==> src/rtl/mem_arbiter_pkg.sv <==
// Shared widths, FSM state encoding and MESI encodings for the memory-bus
// arbiter and its surrounding bus interface.
package mem_pkg;

  localparam int MEM_ID_W   = 8;
  localparam int MEM_ADDR_W = 64;
  localparam int MEM_MESI_W = 8;

  // Arbiter FSM. IDLE picks a winner, BUSY waits for the downstream
  // completion, RELEASE waits for both sides to retire the served id.
  typedef enum logic [1:0] {
    ST_IDLE    = 2'd0,
    ST_BUSY    = 2'd1,
    ST_RELEASE = 2'd2
  } arb_state_t;

  localparam logic [MEM_MESI_W-1:0] MESI_I = 8'd0;
  localparam logic [MEM_MESI_W-1:0] MESI_S = 8'd1;
  localparam logic [MEM_MESI_W-1:0] MESI_E = 8'd2;
  localparam logic [MEM_MESI_W-1:0] MESI_M = 8'd3;

endpackage

==> src/rtl/mem_arbiter_if.sv <==
// Memory bus bundle carrying P ports side by side (P=1 for a single bus).
//
// Handshake: the master raises a nonzero rqst id and keeps trsc/addr stable
// while it is up. The slave signals completion by driving resp equal to that
// id (mesi is valid in the same cycle). A master reusing an id must return
// rqst to 0 for at least one cycle first; the slave returns resp to 0 once
// the master has retired the id. There is no separate valid/ready pair: the
// id itself is the valid, and resp == rqst is the acknowledge.
interface mem_if
  import mem_pkg::*;
#(
  parameter int P = 1
) ();

  logic [P-1:0]                 lock;
  logic [P-1:0][MEM_ID_W-1:0]   rqst;
  logic [P-1:0][MEM_ID_W-1:0]   trsc;
  logic [P-1:0][MEM_ADDR_W-1:0] addr;
  logic [P-1:0][MEM_ID_W-1:0]   resp;
  logic [P-1:0][MEM_MESI_W-1:0] mesi;

  modport master (
    output lock, rqst, trsc, addr,
    input  resp, mesi
  );

  modport slave (
    input  lock, rqst, trsc, addr,
    output resp, mesi
  );

endinterface

==> src/rtl/mem_arbiter_rr_picker.sv <==
// Combinational round-robin picker: grants the first requesting index
// strictly after `last`, wrapping around to index 0.
module rr_picker #(
  parameter int N     = 2,
  parameter int IDX_W = $clog2(N)
) (
  input  logic [N-1:0]     req,
  input  logic [IDX_W-1:0] last,
  output logic [N-1:0]     gnt,
  output logic             valid
);

  logic [N-1:0] higher_mask;
  logic [N-1:0] masked;
  logic [N-1:0] src;

  // Prefer requesters above `last`; fall back to the full vector on wrap,
  // then isolate the lowest set bit of whichever set was chosen.
  always_comb begin
    higher_mask = '0;
    for (int i = 0; i < N; i++) begin
      higher_mask[i] = (i > int'(last));
    end
    masked = req & higher_mask;
    src    = (|masked) ? masked : req;
    gnt    = src & (~src + N'(1));
    valid  = |req;
  end

endmodule

==> src/rtl/mem_arbiter.sv <==
// N-to-1 memory-bus arbiter. Forwards one upstream transaction at a time to
// the downstream slave, routes the completion id and MESI state back to the
// winner, and optionally holds the grant for a locking requester so that an
// atomic sequence is not interleaved with other traffic.
module mem_arbiter
  import mem_pkg::*;
#(
  parameter int N = 2
) (
  input  logic       clk,
  input  logic       rst,
  mem_if.slave       s_mem,
  mem_if.master      m_mem,
  output arb_state_t dbg_state
);

  localparam int IDX_W = $clog2(N);

  arb_state_t            state;
  arb_state_t            next_state;

  logic [IDX_W-1:0]      g_idx;     // current / held grant owner
  logic [IDX_W-1:0]      last_idx;  // round-robin pointer
  logic                  held;      // grant pinned to g_idx by lock
  logic [MEM_ID_W-1:0]   srv_id;    // id just completed, for RELEASE exit

  logic [N-1:0]          req_vec;
  logic [N-1:0]          pick_gnt;
  logic                  pick_valid;
  logic [IDX_W-1:0]      pick_idx;

  logic                  grant_fire;
  logic [IDX_W-1:0]      win_idx;
  logic                  complete;
  logic                  rel_exit;
  logic                  held_drop;

  assign dbg_state = state;

  // Request vector and one-hot to index conversion of the picker result.
  always_comb begin
    req_vec  = '0;
    pick_idx = '0;
    for (int i = 0; i < N; i++) begin
      req_vec[i] = (s_mem.rqst[i] != '0);
      if (pick_gnt[i]) pick_idx = IDX_W'(i);
    end
  end

  rr_picker #(
    .N     (N),
    .IDX_W (IDX_W)
  ) u_picker (
    .req   (req_vec),
    .last  (last_idx),
    .gnt   (pick_gnt),
    .valid (pick_valid)
  );

  // FSM state register.
  always_ff @(posedge clk or negedge rst) begin
    if (!rst) state <= ST_IDLE;
    else      state <= next_state;
  end

  // Next-state logic and the per-cycle datapath strobes.
  always_comb begin
    next_state = state;
    grant_fire = 1'b0;
    win_idx    = g_idx;
    complete   = 1'b0;
    rel_exit   = 1'b0;
    held_drop  = 1'b0;
    case (state)
      ST_IDLE: begin
        if (held) begin
          if (req_vec[g_idx]) begin
            grant_fire = 1'b1;
            win_idx    = g_idx;
          end else if (!s_mem.lock[g_idx]) begin
            held_drop = 1'b1;
          end
        end else if (pick_valid) begin
          grant_fire = 1'b1;
          win_idx    = pick_idx;
        end
        if (grant_fire) next_state = ST_BUSY;
      end
      ST_BUSY: begin
        if (m_mem.resp[0] == m_mem.rqst[0]) begin
          complete   = 1'b1;
          next_state = ST_RELEASE;
        end
      end
      ST_RELEASE: begin
        if ((m_mem.resp[0] == '0) && (s_mem.rqst[g_idx] != srv_id)) begin
          rel_exit   = 1'b1;
          next_state = ST_IDLE;
        end
      end
      default: next_state = ST_IDLE;
    endcase
  end

  // Datapath: latch the winner, return the completion, retire the grant.
  always_ff @(posedge clk or negedge rst) begin
    if (!rst) begin
      g_idx         <= '0;
      last_idx      <= IDX_W'(N - 1);
      held          <= 1'b0;
      srv_id        <= '0;
      m_mem.lock[0] <= 1'b0;
      m_mem.rqst[0] <= '0;
      m_mem.trsc[0] <= '0;
      m_mem.addr[0] <= '0;
      s_mem.resp    <= '0;
      s_mem.mesi    <= '0;
    end else begin
      if (grant_fire) begin
        g_idx         <= win_idx;
        m_mem.lock[0] <= s_mem.lock[win_idx];
        m_mem.rqst[0] <= s_mem.rqst[win_idx];
        m_mem.trsc[0] <= s_mem.trsc[win_idx];
        m_mem.addr[0] <= s_mem.addr[win_idx];
      end
      if (complete) begin
        s_mem.resp[g_idx] <= m_mem.rqst[0];
        s_mem.mesi[g_idx] <= m_mem.mesi[0];
        srv_id            <= m_mem.rqst[0];
        m_mem.rqst[0]     <= '0;
      end
      if (rel_exit) begin
        s_mem.resp    <= '0;
        s_mem.mesi    <= '0;
        last_idx      <= g_idx;
        held          <= s_mem.lock[g_idx];
        m_mem.lock[0] <= s_mem.lock[g_idx];
      end
      if (held_drop) begin
        held          <= 1'b0;
        m_mem.lock[0] <= 1'b0;
      end
    end
  end

endmodule

==> src/flat_wrapper.sv <==
// flat-port wrapper written by rule: the top's interface ports become plain ports
module mem_arbiter_flat import mem_pkg::*;
#(
  parameter int N = 2
)
  (clk, rst, dbg_state, s_mem_lock, s_mem_rqst, s_mem_trsc, s_mem_addr, s_mem_resp, s_mem_mesi, m_mem_lock, m_mem_rqst, m_mem_trsc, m_mem_addr, m_mem_resp, m_mem_mesi);
  mem_if #(.P(2)) s_mem_i ();
  mem_if #(.P(1)) m_mem_i ();
  input  logic clk;
  input  logic rst;
  output arb_state_t dbg_state;
  input wire logic [$bits(s_mem_i.lock)-1:0] s_mem_lock;
  input wire logic [$bits(s_mem_i.rqst)-1:0] s_mem_rqst;
  input wire logic [$bits(s_mem_i.trsc)-1:0] s_mem_trsc;
  input wire logic [$bits(s_mem_i.addr)-1:0] s_mem_addr;
  output wire logic [$bits(s_mem_i.resp)-1:0] s_mem_resp;
  output wire logic [$bits(s_mem_i.mesi)-1:0] s_mem_mesi;
  output wire logic [$bits(m_mem_i.lock)-1:0] m_mem_lock;
  output wire logic [$bits(m_mem_i.rqst)-1:0] m_mem_rqst;
  output wire logic [$bits(m_mem_i.trsc)-1:0] m_mem_trsc;
  output wire logic [$bits(m_mem_i.addr)-1:0] m_mem_addr;
  input wire logic [$bits(m_mem_i.resp)-1:0] m_mem_resp;
  input wire logic [$bits(m_mem_i.mesi)-1:0] m_mem_mesi;
  assign s_mem_i.lock = s_mem_lock;
  assign s_mem_i.rqst = s_mem_rqst;
  assign s_mem_i.trsc = s_mem_trsc;
  assign s_mem_i.addr = s_mem_addr;
  assign s_mem_resp = s_mem_i.resp;
  assign s_mem_mesi = s_mem_i.mesi;
  assign m_mem_lock = m_mem_i.lock;
  assign m_mem_rqst = m_mem_i.rqst;
  assign m_mem_trsc = m_mem_i.trsc;
  assign m_mem_addr = m_mem_i.addr;
  assign m_mem_i.resp = m_mem_resp;
  assign m_mem_i.mesi = m_mem_mesi;
  mem_arbiter #(.N(N)) u_core (.clk(clk), .rst(rst), .s_mem(s_mem_i), .m_mem(m_mem_i), .dbg_state(dbg_state));
endmodule
==> config.mk <==
export PLATFORM = sky130hd
export DESIGN_NAME = mem_arbiter_flat
export DESIGN_NICKNAME = d
export VERILOG_FILES = /design/src/rtl/mem_arbiter_pkg.sv /design/src/rtl/mem_arbiter_if.sv /design/src/rtl/mem_arbiter_rr_picker.sv /design/src/rtl/mem_arbiter.sv /design/src/flat_wrapper.sv
export SDC_FILE = /design/constraint.sdc
export NUM_CORES = 1
export LEC_CHECK = 0
export CAP_MARGIN = 20
export CELL_PAD_IN_SITES_DETAIL_PLACEMENT = 0
export CELL_PAD_IN_SITES_GLOBAL_PLACEMENT = 1
export CORE_ASPECT_RATIO = 1.25
export CORE_MARGIN = 2
export CORE_UTILIZATION = 27
export CTS_CLUSTER_DIAMETER = 30
export DETAILED_ROUTE_END_ITERATION = 7
export PLACE_DENSITY_LB_ADDON = 0.1
export SLEW_MARGIN = 15
export SYNTH_ARGS = -nofsm -noshare
export SYNTH_HDL_FRONTEND = slang
export SYNTH_SLANG_ARGS = --single-unit
export TNS_END_PERCENT = 100
==> constraint.sdc <==
create_clock -name clk -period 2.12 [get_ports clk]
set_input_delay 0.212 -clock clk [delete_from_list [all_inputs] [get_ports clk]]
set_output_delay 0.212 -clock clk [all_outputs]
set_load 0.005 [all_outputs]
# After elaboration in Yosys (flattened, before gate mapping)
# Index checks and enable logic that the tools add are counted.
totals:
  ff_bits: 126
  out_inout_bits: 115
  inputBits: 180
  mem_bits_ro: 0
  n_memories: 0
  ramBits: 0
  latch_bits: 0
  wordCells: 92
op_classes:
  n_mux: 51
  mul: 0
  n_div: 0
  bitwise: 3
  n_shift: 0
  n_lt_le_gt_ge: 4
  eq_ne: 7
  addsub: 1
  reduce_logical: 13
op_table:
  columns: ["cell", "count"]
  rows:
  - ["64-bit two-way mux", 2]
  - ["8-bit two-way mux", 9]
  - ["16-bit two-way mux", 4]
  - ["16-bit bitwise mux", 2]
  - ["1-bit two-way mux", 28]
  - ["8-bit nonzero test", 2]
  - ["8-bit demux with 1-bit select", 1]
  - ["8-bit equality test", 1]
  - ["8-bit zero test", 1]
  - ["2-bit two-way mux", 4]
  - ["8-bit != test", 1]
  - ["2-bit by 1-bit != test with 1-bit output, second input constant", 3]
  - ["2-bit one-hot mux with 3 select lines", 1]
  - ["2-bit nonzero test", 3]
  - ["2-bit AND", 2]
  - ["1-bit by 2-bit < comparator with 1-bit output, second input constant", 2]
  - ["2-bit OR reduction", 2]
  - ["3-bit AND reduction", 1]
  - ["3-bit nonzero test", 1]
  - ["2-bit by 1-bit adder with 2-bit output, second input constant", 1]
  - ["2-bit by 1-bit equality test with 1-bit output, second input constant", 1]
  - ["2-bit equality test, second input constant", 1]
  - ["1-bit logical AND", 2]
  - ["2-bit zero test", 1]
  - ["other kinds (3)", 3]

# Depth between registers and ports, before layout
depth:
  depth_word: 16
  ltp_mapped: 9
  ltp_nobuf: 6

# Hierarchy
# A second synthesis with hierarchy kept.
unflattened:
  hier_cells: 634
  area_unflattened_um2: 5889.4
modules_own_cells:
  columns: ["module", "seq_area_each_um2", "cells_each", "instances", "area_each_um2"]
  rows:
  - ["mem_arbiter", 3154.3, 630, 1, 5864.4]
  - ["rr_picker", 0.0, 4, 1, 25.0]

# Worst setup path after synthesis
# No wires, ideal clock.
synth_timing:
  path_kind: "input to register"
  from: "in s_mem_rqst[0]"
  to: "reg u_core.m_mem.lock"
  path_stages: 7
  setup_time_ns: 0.119
  path_buffers: 1
  arrival_ns: 2.132
  path_slack_ns: -0.131
  t_required_ns: 2.001
  cell_sequence: "or4_1 -> or2_1 -> or3b_4 -> nand3_4 -> buf_8 -> mux2_1 -> o21a_1"
synth_between:
  elab_chain_cells: 16
  word_cells_on_any_way: 34
  classes_between: "add/sub (1); eq/ne (1); mux (24); bitwise (3); reduce/logical (5)"
synth_rtl:
  columns: ["item", "line_no", "text"]
  rows:
  - ["from (decl)", "flat_wrapper.sv:13", "input wire logic [$bits(s_mem_i.rqst)-1:0] s_mem_rqst;"]
  - ["8-bit nonzero test", "mem_arbiter.sv:45", "req_vec[i] = (s_mem.rqst[i] != '0);"]
  - ["2-bit AND", "mem_arbiter_rr_picker.sv:24", "masked = req & higher_mask;"]
  - ["2-bit OR reduction", "mem_arbiter_rr_picker.sv:25", "src = (|masked) ? masked : req;"]
  - ["2-bit two-way mux", "mem_arbiter_rr_picker.sv:25", null]
  - ["2-bit NOT", "mem_arbiter_rr_picker.sv:26", "gnt = src & (~src + N'(1));"]
  - ["2-bit by 1-bit adder with 2-bit output", "mem_arbiter_rr_picker.sv:26", null]
  - ["2-bit AND", "mem_arbiter_rr_picker.sv:26", null]
  - ["1-bit two-way mux", "mem_arbiter.sv:46", "if (pick_gnt[i]) pick_idx = IDX_W'(i);"]
  - ["1-bit two-way mux", "mem_arbiter.sv:83", "end else if (pick_valid) begin"]
  - ["1-bit two-way mux", "mem_arbiter.sv:76", "if (held) begin"]
  - ["1-bit two-way mux", "mem_arbiter.sv:74", "case (state)"]
  - ["1-bit two-way mux (implied by the code) (2 in series)", "mem_arbiter.sv:121", "m_mem.lock[0] <= s_mem.lock[win_idx];"]
  - ["1-bit two-way mux", "mem_arbiter.sv:119", "if (grant_fire) begin"]
  - ["1-bit two-way mux", "mem_arbiter.sv:132", "if (rel_exit) begin"]
  - ["1-bit two-way mux", "mem_arbiter.sv:139", "if (held_drop) begin"]
  - ["to (decl)", "mem_arbiter_if.sv:23", "output lock, rqst, trsc, addr,"]
# Several ways; a longest one is shown, not always the timed one. The select of a mux whose other input is x is not followed.
# A chain may end at the register's enable or synchronous reset.

# Final worst setup path
layout_timing:
  from: "in s_mem_rqst[10]"
  to: "reg u_core.m_mem.lock"
# The elaborated chain is that of the path after synthesis.

==> summary.txt <==
Die Span Y: 170.1 um
antenna violation net count after detailed routing: 0
vias in the first global route: 5,580
post-detailed-placement cell area: 9582 um2
startpoint type of the worst setup path: input pin
minimum clock period: 2062 ps
total routing resource utilization after global routing: 17.09%
TritonCTS buffer count: 17
final weighted congestion in routability-driven placement: 0.7617
via count: 5,456
synthesis-to-layout area growth: 75.31%
detailed-routing iteration count for the pre-antenna-repair pass: 4
leakage power summed over all cells: 0.004530 uW
total of endpoints with negative setup slack in the final report: 0
distinct cell type count after synthesis: 38
actual transition at the worst max-transition pin: 530.5 ps
number of synthesis warnings: 0
PwrDens: 1177 nW/um2
share of the cycle needed by the critical path after routing: 97.25%
cell breakdown of the critical path: clkdlybuf4s50_1 -> nor4_4 -> buf_4 -> nand2_2 -> a32oi_4 -> buf_6 -> mux2_1 -> mux2_4 -> o21a_1
sequential fraction of the synthesis area: 52.92%
final WL: 19.99 mm
total global routing overflow: 0
Buffers on Ports: 294
Slew Limit Headroom: 64.64%
slack of the worst reg-to-reg path: 90 ps
# Max-Cap Violations: 0
pre-CTS WS: -517.8 ps
count of antenna diodes in the layout: 0
endpoint kind of the worst setup timing path: register
initial drt markers: 224
HPWL after detailed placement: 15.03 mm
number of hold-slack violations in the final timing report: 0
number of top-level design ports: 295
CP max stage cell: clkdlybuf4s50_1
area of the core: 21,620 um2
number of H-tree branching levels: 4
Syn Inst Count: 580
Bufs on Longest Clock Path: 2
post-synthesis average cell area: 10.28 um2
root cell of the clock tree: clkbuf_16
clock latency reported for the late side of the worst-skew pair: 420 ps
synthesis-stage register bit count: 126
final cell utilization of the core: 48.33%
Critical Setup Path Class: input pin to register
die width: 136.9 um
IR Drop Worst-Case VDD: 0.5476 mV
post-route setup TNS: 0 ps
starting density of the core: 27.57%
result of the run: finished clean
Max stage delay on crit path: 460 ps
number of nets in the layout: 1,096
vias per std cell: 4.517
Synth Cell Area: 5961 um2
Mapped Nets: 760
FP Rows: 60
arrival time worst endpoint: 2360 ps
crit path setup slack, layout: 58.33 ps
filler cell count: 1,978
largest net degree at the start of global routing: 87
clock slew at the register clock pins of the worst setup and hold paths: 50 ps
number of antenna violations at the first check in global routing: 0
CP max FO: 3
wire length per cell: 16.54 um
Final Total Pwr: 12,300 uW
number of clock sinks: 126
share of layout cells above drive strength 1: 14.32%
number of pins exceeding their max-slew limit in the final report: 0
TritonCTS clock tree: built
final cell area excluding filler cells: 10,450 um2
post-detailed-route DRC marker count: 0
die outline area: 23,290 um2
Achievable Freq: 485.0 MHz
worst path required time: 2420 ps
class of the worst hold path: input pin to register
worst-case clock skew: 8.911 ps
global-route wire length before repair: 30.03 mm
==> cell families after synthesis <==
logic type,Yosys count,synth area share [%]
and+or+nand+nor,173,12.13
xor gates and xnor gates,16,2.351
AOI/OAI and AO/OA,124,11.78
buffers and inverters,41,3.799
DFF,126,52.92
muxes,100,17.02
==> critical path: cells and delay by family <==
| family | cells | cell delay (ps) |
|---|---|---|
| and+or+nand+nor | 2 | 330 |
| buffers and inverters | 3 | 760 |
| muxes | 2 | 580 |
| AOI/OAI and AO/OA | 2 | 480 |
==> where the power goes <==
group / internal, uW / switching [uW] / total (uW) / leakage (uW)
Sequential: 3330 / 538 / 3870 / 0.00157
Combinational: 3260 / 2140 / 5400 / 0.00266
Clock: 1910 / 1110 / 3030 / 0.000299
==> layout by cell type (no fill, tap or decap), types with 4 or more instances in the layout <==
cell type / netlist / final
clkdlybuf4s50_1: 0 / 281
o22ai_2: 8 / 8
clkinv_4: 0 / 4
a21oi_1: 34 / 34
dlygate4sd2_1: 0 / 6
buf_6: 1 / 6
buf_12: 0 / 10
o21ai_0: 75 / 73
mux2i_2: 0 / 6
dlymetal6s2s_1: 0 / 6
nand2_1: 149 / 148
buf_4: 7 / 43
mux2i_1: 89 / 83
mux2_2: 9 / 9
xnor2_1: 16 / 16
clkbuf_16: 0 / 19
dfrtp_1: 125 / 125
==> timing repair <==
| item | CTS | global route |
|---|---|---|
| hold buffers | 1 | 0 |
| pin swaps | 3 | 8 |
| gates cloned | 0 | 2 |
| gates resized for setup | 12 | 28 |
| setup endpoints to repair | 59 | 77 |
| hold endpoints to repair | 52 | 0 |
| setup buffers | 0 | 8 |
==> area by class of cell <==
class / instances / area, um2 / area share, %
repair buffers: 357 / 3646 / 34.89
flip-flops and latches: 126 / 3154 / 30.18
multi-input cells: 413 / 2680 / 25.65
clock buffers: 19 / 452.9 / 4.334
well taps: 279 / 349.1 / 3.341
clock inverters: 13 / 163.9 / 1.568
inverters: 1 / 3.754 / 0.03592
==> stage by stage <==
| step | instances | hold slack [ps] |
|---|---|---|
| final | 1208 | 228.9 |
| after global routing | 1208 | 203.1 |
| after CTS | 1199 | 289.1 |
| after detailed placement | 1166 | 221.2 |
| after global placement | 1166 | 211.7 |
| after floorplan | 580 | -83.59 |
==> per-layer routing <==
metal | share of wire (%) | vias to the layer above | GRT usage, %
li1 | - | 2676 | -
met1 | 38 | 2560 | 18.92
met2 | 52 | 200 | 30.48
met3 | 7.8 | 20 | 5.987
met4 | 1.4 | 0 | 5.289
met5 | 0 | - | 0
==> final timing paths <==
path,startpoint,endpoint,depth (start not counted)
max in group asynchronous,rst,u_core.m_mem.addr[29],3
min in group asynchronous,rst,u_core.srv_id[1],2
worst max register to register,u_core.held,u_core.m_mem.lock,7
worst min register to register,u_core.m_mem.addr[13],u_core.m_mem.addr[13],2
worst max-delay path,s_mem_rqst[10],u_core.m_mem.lock,9
worst min-delay path,s_mem_rqst[0],u_core.m_mem.rqst[0],3
==> flip-flops by register name, indices dropped and copies added, names as in the netlist <==
name and count:
u_core.held 1, u_core.s_mem.resp 16, u_core.m_mem.trsc 8, u_core.srv_id 8
u_core.m_mem.addr 64, u_core.g_idx 1, u_core.m_mem.rqst 8, u_core.last_idx 1
u_core.m_mem.lock 1, u_core.dbg_state 2, u_core.s_mem.mesi 16
==> cell usage after synthesis <==
cell | number | area share [%]
nand2_1 | 149 | 9.4
dfrtp_1 | 125 | 52
mux2i_1 | 89 | 15
o21ai_0 | 75 | 6.3
a21oi_1 | 34 | 2.9
clkbuf_1 | 16 | 1.0
xnor2_1 | 16 | 2.4
mux2_2 | 9 | 1.7
o22ai_2 | 8 | 1.7
buf_4 | 7 | 0.88
clkbuf_2 | 7 | 0.59
nor4_1 | 7 | 0.73
buf_2 | 6 | 0.50
nor3_1 | 3 | 0.25
buf_8 | 2 | 0.50
mux2_1 | 2 | 0.38
nand2b_1 | 2 | 0.21
nand3_1 | 2 | 0.17
o21a_1 | 2 | 0.25
a211oi_2 | 1 | 0.21
a21o_1 | 1 | 0.13
a32oi_1 | 1 | 0.15
and2_1 | 1 | 0.11
and3_1 | 1 | 0.11
buf_1 | 1 | 0.063
buf_6 | 1 | 0.19
dfstp_2 | 1 | 0.44
inv_1 | 1 | 0.063
nand3_4 | 1 | 0.29
nand4_1 | 1 | 0.11
nor2_1 | 1 | 0.063
nor2b_1 | 1 | 0.11
o21ai_1 | 1 | 0.084
o21bai_1 | 1 | 0.13
or2_1 | 1 | 0.11
or3b_4 | 1 | 0.19
or4_1 | 1 | 0.13
or4_4 | 1 | 0.19
Note: power is estimated with default switching activity, not from simulation.
